File: config.mk
export PLATFORM = sky130hd
export DESIGN_NAME = receiver_fifo_flat
export DESIGN_NICKNAME = d
export VERILOG_FILES = /design/src/rtl/receiver_fifo_if.sv /design/src/rtl/receiver_fifo.sv /design/src/flat_wrapper.sv
export SDC_FILE = /design/constraint.sdc
export NUM_CORES = 1
export LEC_CHECK = 0
export ABC_AREA = 1
export BUFFER_PORTS_ARGS = -buffer_cell sky130_fd_sc_hd__buf_2
export CELL_PAD_IN_SITES_DETAIL_PLACEMENT = 0
export CELL_PAD_IN_SITES_GLOBAL_PLACEMENT = 1
export CORE_UTILIZATION = 41
export CTS_CLUSTER_DIAMETER = 50
export DETAILED_ROUTE_END_ITERATION = 8
export GPL_ROUTABILITY_DRIVEN = 0
export PLACE_DENSITY = 0.74
export SLEW_MARGIN = 25
export SYNTH_ARGS = -nofsm -noshare
export SYNTH_HDL_FRONTEND = slang
export SYNTH_SLANG_ARGS = --single-unit
export TNS_END_PERCENT = 5
File: constraint.sdc
create_clock -name clk -period 2.5 [get_ports clk]
set_clock_uncertainty 0.2 [all_clocks]
set_input_delay 0.5 -clock clk [delete_from_list [all_inputs] [get_ports clk]]
set_output_delay 0.5 -clock clk [all_outputs]
set_load 0.01 [all_outputs]
File: src/rtl/receiver_fifo_if.sv
// Sender (Request/Ack) and consumer (Ready/Pop) signal bundle for receiver_fifo.
interface receiver_fifo_if #(
  parameter int WIDTH = 16,
  parameter int DEPTH = 4
);
  logic                         Request;
  logic [WIDTH-1:0]             rcvDataIn;
  logic                         Ack;
  logic                         Pop;
  logic                         Ready;
  logic [WIDTH-1:0]             rcvDataOut;
  logic                         Full;
  logic [$clog2(DEPTH+1)-1:0]   Count;

  modport slave (
    input  Request, rcvDataIn, Pop,
    output Ack, Ready, rcvDataOut, Full, Count
  );

  modport master (
    output Request, rcvDataIn, Pop,
    input  Ack, Ready, rcvDataOut, Full, Count
  );
endinterface

File: src/rtl/receiver_fifo.sv
// Four-phase Request/Ack receiver feeding a DEPTH-entry FIFO drained via Ready/Pop.
module receiver_fifo #(
  parameter int WIDTH = 16,
  parameter int DEPTH = 4
) (
  input logic            clk,
  input logic            Reset,
  receiver_fifo_if.slave bus
);
  localparam int PW = $clog2(DEPTH);
  localparam int CW = $clog2(DEPTH+1);

  typedef enum logic [1:0] {SYNC = 2'd0, IDLE = 2'd1, ACK = 2'd2} state_t;

  state_t           r_state, w_next;
  logic [WIDTH-1:0] r_mem [DEPTH];
  logic [PW-1:0]    r_wr_ptr, r_rd_ptr;
  logic [CW-1:0]    r_count;
  logic             r_ack;
  logic             w_ready, w_full, w_pop, w_wr;

  assign w_ready = (r_count != '0);
  assign w_full  = (r_count == CW'(DEPTH));
  assign w_pop   = bus.Pop && w_ready;
  // A full FIFO still accepts a word when the head leaves on the same edge.
  assign w_wr    = (r_state == IDLE) && bus.Request && (!w_full || w_pop);

  always_comb begin
    w_next = r_state;
    case (r_state)
      SYNC:    if (!bus.Request) w_next = IDLE;
      IDLE:    if (w_wr)         w_next = ACK;
      ACK:     if (!bus.Request) w_next = IDLE;
      default:                   w_next = SYNC;
    endcase
  end

  always_ff @(posedge clk) begin
    if (Reset) begin
      r_state  <= SYNC;
      r_ack    <= 1'b0;
      r_wr_ptr <= '0;
      r_rd_ptr <= '0;
      r_count  <= '0;
      for (int i = 0; i < DEPTH; i++) r_mem[i] <= '0;
    end else begin
      r_state <= w_next;
      r_ack   <= (w_next == ACK);
      if (w_wr) begin
        r_mem[r_wr_ptr] <= bus.rcvDataIn;
        r_wr_ptr        <= r_wr_ptr + PW'(1);
      end
      if (w_pop) r_rd_ptr <= r_rd_ptr + PW'(1);
      if (w_wr && !w_pop)      r_count <= r_count + CW'(1);
      else if (!w_wr && w_pop) r_count <= r_count - CW'(1);
    end
  end

  assign bus.Ack        = r_ack;
  assign bus.Ready      = w_ready;
  assign bus.Full       = w_full;
  assign bus.Count      = r_count;
  assign bus.rcvDataOut = r_mem[r_rd_ptr];
endmodule
File: src/flat_wrapper.sv
// flat-port wrapper written by rule: the top's interface ports become plain ports
module receiver_fifo_flat 
#(
  parameter int WIDTH = 16,
  parameter int DEPTH = 4
)
  (clk, Reset, bus_Request, bus_rcvDataIn, bus_Pop, bus_Ack, bus_Ready, bus_rcvDataOut, bus_Full, bus_Count);
  receiver_fifo_if #(.WIDTH(WIDTH), .DEPTH(DEPTH)) bus_i ();
  input logic clk;
  input logic Reset;
  input wire logic [$bits(bus_i.Request)-1:0] bus_Request;
  input wire logic [$bits(bus_i.rcvDataIn)-1:0] bus_rcvDataIn;
  input wire logic [$bits(bus_i.Pop)-1:0] bus_Pop;
  output wire logic [$bits(bus_i.Ack)-1:0] bus_Ack;
  output wire logic [$bits(bus_i.Ready)-1:0] bus_Ready;
  output wire logic [$bits(bus_i.rcvDataOut)-1:0] bus_rcvDataOut;
  output wire logic [$bits(bus_i.Full)-1:0] bus_Full;
  output wire logic [$bits(bus_i.Count)-1:0] bus_Count;
  assign bus_i.Request = bus_Request;
  assign bus_i.rcvDataIn = bus_rcvDataIn;
  assign bus_i.Pop = bus_Pop;
  assign bus_Ack = bus_i.Ack;
  assign bus_Ready = bus_i.Ready;
  assign bus_rcvDataOut = bus_i.rcvDataOut;
  assign bus_Full = bus_i.Full;
  assign bus_Count = bus_i.Count;
  receiver_fifo #(.WIDTH(WIDTH), .DEPTH(DEPTH)) u_core (.clk(clk), .Reset(Reset), .bus(bus_i));
endmodule
* Yosys cells after proc, flatten, opt, wreduce, memory -nomap -nowiden *
Memory sizes are Yosys's and may differ from the RTL's. A register that Yosys moved wholly into a read port is not among the register bits.
Index checks and enable logic that the tools add are counted.

operators by class
  eq/ne operators = 4
  muxes and demuxes = 15
  reduce and logical (&&, ||, !) cells = 14
  $add $sub $neg = 4

operator list
  operator                                                            count
  16-bit two-way mux                                                  1
  16-bit OR reduction                                                 1
  2-bit two-way mux                                                   5
  1-bit two-way mux                                                   6
  3-bit two-way mux                                                   2
  1-bit logical AND                                                   5
  2-bit by 1-bit adder with 2-bit output, second input constant       2
  2-bit == test, second input constant                                2
  2-bit case mux with 2 select lines                                  1
  3-bit by 1-bit adder with 3-bit output, second input constant       1
  3-bit == test, second input constant                                1
  1-bit zero test                                                     3
  3-bit nonzero test                                                  1
  3-bit by 1-bit subtractor with 3-bit output, second input constant  1
  2-bit by 1-bit == test with 1-bit output, second input constant     1
  2-bit zero test                                                     1
  2-bit nonzero test                                                  1
  2-bit OR reduction                                                  1
  1-bit logical OR                                                    1

word-level totals
  memories = 1
  word-level logic and storage cells = 43
  register bits = 10
  memory bits (writable) = 64
  input bits = 20

memories
  memory        words  bits a word  rd ports  clocked after Yosys merged registers in  write ports  RTL line             text
  u_core.r_mem  4      16           1         1                                        4            receiver_fifo.sv:16  logic [WIDTH-1:0] r_mem [DEPTH];

* Depth between registers and ports, before layout *
  depth after elaboration = 9
  mapped depth = 13
  gate-level depth less buffers = 13

* Least setup slack after synthesis *
No wires, ideal clock.

  kind = input to register
  start = input bus_Request
  end = memory u_core.r_mem[0][0] (enable)
  library setup time = 411 ps
  slack = -209 ps
  cell stages on the path = 4
  data required time = 1889 ps
  arrival time = 2098 ps
  buffers on the path = 0
  cells stage by stage = inv_1 > nor2_4 > nand4_4 > o21ai_0

RTL lines
  what         RTL line             text
  from (decl)  flat_wrapper.sv:11   input wire logic [$bits(bus_i.Request)-1:0] bus_Request;
  to (decl)    receiver_fifo.sv:16

==> summary by stage <==
Setup path
The highest fanout seen on the critical path is 24. The critical path's largest stage delay is about 0.4 ns. Among all stages on the critical path, the largest delay is contributed by dfxtp_1. Counting both buffers and inverters, the worst setup path holds a total of 2. Among cell families on the critical path, the largest total delay comes from buffers and inverters. The signal on the critical path passes through buf_4 -> o21ai_0 -> o22ai_1 -> buf_2.

The slack of the worst reg-to-reg path is ~0.36 ns. The endpoint kind of the worst setup timing path is a primary output. The worst setup path is launched from a flip-flop. The data required time of the critical path is between 1.5 and 2 ns. The end of the worst register-to-register path is u_core.bus.Count[2]$_SDFFE_PP0P_. The critical path class is flip-flop to primary output.

The depth of the most critical reg-to-reg path is 11. The worst flop-to-flop path startpoint is u_core.bus.Count[0]$_SDFFE_PP0P_. The worst path arrival time is 1.58 ns.

Worst hold path
The worst hold path passes through 2 cells. The startpoint identified for the worst hold timing path is Reset. The type of the worst min-delay path is input pin to flip-flop. The end point of the most critical hold path is u_core.bus.Count[0]$_SDFFE_PP0P_.

Cells and area
Of the cells placed in the final design, the portion with a size suffix greater than 1 is 0.279. 0 antenna diodes ended up in the layout. The synthesis-to-layout area growth is 16.2%. At the end of the flow the core is filled with cells to 0.499.

After the last flow step, the layout net total stands at around 410. Excluding fillers, the count of instances in the completed layout stands at ~500.

Detailed routing
The remaining routing DRC violations is 0. The number of DRC violations after detailed-routing iteration 0 is roughly 110. The number of nets still failing antenna checks after routing is 0.

The final layout contains routed wiring with a total length of 7430 um. The per-cell via count in the routed design is 4.87. The number of iterations in the first detailed-routing pass is 4. After detailed routing, the average wire length per cell comes to ~15 um.

The total number of vias is roughly 2400.

STA
The tightest hold path in the finished design has a slack of slightly above 0.2 ns. The slew at the pin with the worst max-slew slack is roughly 0.44 ns. The number of hold-slack violations in the final timing report is 0. For this run, the top clock speed supported by timing is between 400 and 500 MHz. The post-route minimum period is 2.28 ns. Setup violations remaining at the end of the flow were counted as 0. Of the available clock period, the critical path in the final layout requires 0.913. The count of pins over their slew limit is 0.

Setup repair after global routing left no endpoint under its margin. The normalized max-slew margin is 0.705.

Clock network
The number of buffers inserted by hold repair at cts is 0. The H-tree was split into 3 levels. Clock latency on the worst-skew pair, taken at its later pin, is roughly 0.34 ns. Clock tree synthesis inserted a total of 9 buffers. After clock tree synthesis, the clock-pin slew on the worst setup and hold paths is 0.07 ns. Post-CTS repair changed the size of 0 cells. No sink is reached through more buffers than the 2 on the longest clock path. The clock sink total is 76. The buffers inserted during post-CTS setup optimization is 0. TritonCTS built the clock tree.

The CTS root buffer is clkbuf_8.

Floorplan
From bottom edge to top edge, the die measures 95.3 um. The die covers between 0.009 and 0.01 mm^2. The floorplan has 33 rows. The initial core utilization is 0.430.

between 40 and 50 I/O pins were placed. The die is approximately 95 um wide. The core area is slightly above 0.008 mm^2.

Synthesis
Of all cell types, the one taking the most synthesized area is edfxtp_1. The netlist uses 23 different library cells. For this run, the number of Yosys warnings is 0. The share of synthesized area in the top cell type comes to 0.539.

The most frequent cell after synthesis is nor2_1. The most used flip-flop cell after synthesis is edfxtp_1. By count the netlist is led by nor2_1, edfxtp_1, o21ai_0, inv_1, nor3_1. Yosys attributes the largest share of cell area to edfxtp_1, nor2_1, dfxtp_1. The synthesized area per cell is around 11 um^2. The flip-flop and latch count after synthesis is 76.

Counting every instance in the synthesized netlist gives between 300 and 400. Counting every net in the synthesized netlist gives about 350. In this run, synthesis inferred 64 flip-flops with an integrated enable. The area of the mapped netlist is between 0.003 and 0.004 mm^2.

After synthesis, the share of flip-flops with an asynchronous set or reset is 0. The fraction of the yosys area taken by sequential cells is 0.606.

Global routing
In the global route stage, overall resource usage came out at 0.181. The first global-routing pass estimated approximately 12000 um of wire. For this run the aggregate overflow at the end of global routing stands at 0. The number of global-route vias before repair is approximately 2400.

The number of antenna violations at the first check in global routing is 0. Entering global routing, the biggest net connects 25 pins.

Place
The number of port buffers is between 40 and 50. After legalization and detailed placement, the total HPWL measured just under 5000 um. The placed instance count is between 400 and 500.

Power
The worst-case IR drop observed on VDD is 310 uV. Dividing total power by cell area gives a power density of approximately 820 mW/mm^2. For this design the static power due to leakage is 0.00174 uW.

Job
The number of maximum-capacitance constraint violations is 0.

Run status
The run finished with clean final reports.
## worst max path at each step
stage / startpoint / endpoint / slack, ns / cells after the start
detailed placement: bus_Request / u_core.bus.Count[2]$_SDFFE_PP0P_ / 0.21 / 12
floorplan: bus_Request / u_core.r_mem[1][0]$_SDFFCE_PN0P_ / -0.05 / 4
finish: flip-flop / bus_rcvDataOut[14] / 0.22 / 4
CTS: flip-flop / bus_rcvDataOut[15] / 0.14 / 4
global placement: bus_Pop / u_core.bus.Count[2]$_SDFFE_PP0P_ / 0.26 / 12
global route: flip-flop / bus_rcvDataOut[15] / 0.07 / 4
## state kept, by name (all words and copies together) (netlist names), named ones only
register	count
u_core.r_state	2
u_core.bus.Count	3
u_core.r_rd_ptr	2
u_core.bus.Ack	1
u_core.r_wr_ptr	2
u_core.r_mem	64
## placed cells by master (no fill, tap or decap), drive strengths merged
cell type / n
fa: 1
xor2: 1
nor2: 89
nand2: 14
o21ai: 41
a21oi: 3
buf: 61
inv: 49
clkbuf: 9
edfxtp: 64
ha: 1
clkinv: 5
dfxtp: 12
nor3: 19
nand3: 6
nand4: 1
o22ai: 16
bufinv: 1
clkinvlp: 1
## where the power goes
group | leakage [uW] | total (uW) | internal (uW) | switching [uW]
registers | 0.000751 | 1540 | 1480 | 63.3
clock network | 0.0000892 | 882 | 446 | 436
logic | 0.000899 | 985 | 364 | 621
total | 0.00174 | 3410 | 2290 | 1120
## kinds of logic after synthesis
family,Yosys count,share of synthesized area
adder cells (fa/ha/maj),2,0.00912
buffers and inverters,64,0.0768
flip-flops,76,0.606
AO/OA/AOI/OAI,60,0.0898
AND/OR/NAND/NOR,129,0.215
XOR/XNOR,1,0.00246
## per-stage QoR
step | TNS [ns] | total power [uW] | worst slack [ns] | instance area (um^2)
after global placement | 0 | 2560 | 0.255 | 3960
final | 0 | 3410 | 0.218 | 4140
after CTS | 0 | 3440 | 0.137 | 4140
after floorplan | -1.53 | 2190 | -0.0477 | 3570
after global routing | 0 | 3610 | 0.0676 | 4140
after detailed placement | 0 | 2570 | 0.213 | 3960
## final cells by class
cell class,instances,area [um^2]
fill,778,4160
sequential,76,2160
multi-input combinational,192,1130
timing repair buffer,61,355
inverter,49,184
tap,105,131
clock buffer,9,124
clock inverter,7,57.6
## routing by layer
| metal | wire length (um) | vias to the layer above | share of wire | global-route usage |
|---|---|---|---|---|
| met4 | 90 | 0 | 0.012 | 0.0682 |
| li1 | - | 1224 | - | - |
| met5 | 0 | - | 0 | 0 |
| met2 | 3810 | 42 | 0.51 | 0.320 |
| met3 | 234 | 8 | 0.031 | 0.0287 |
| met1 | 3300 | 1156 | 0.44 | 0.221 |
Note: power is estimated with default switching activity, not from simulation.
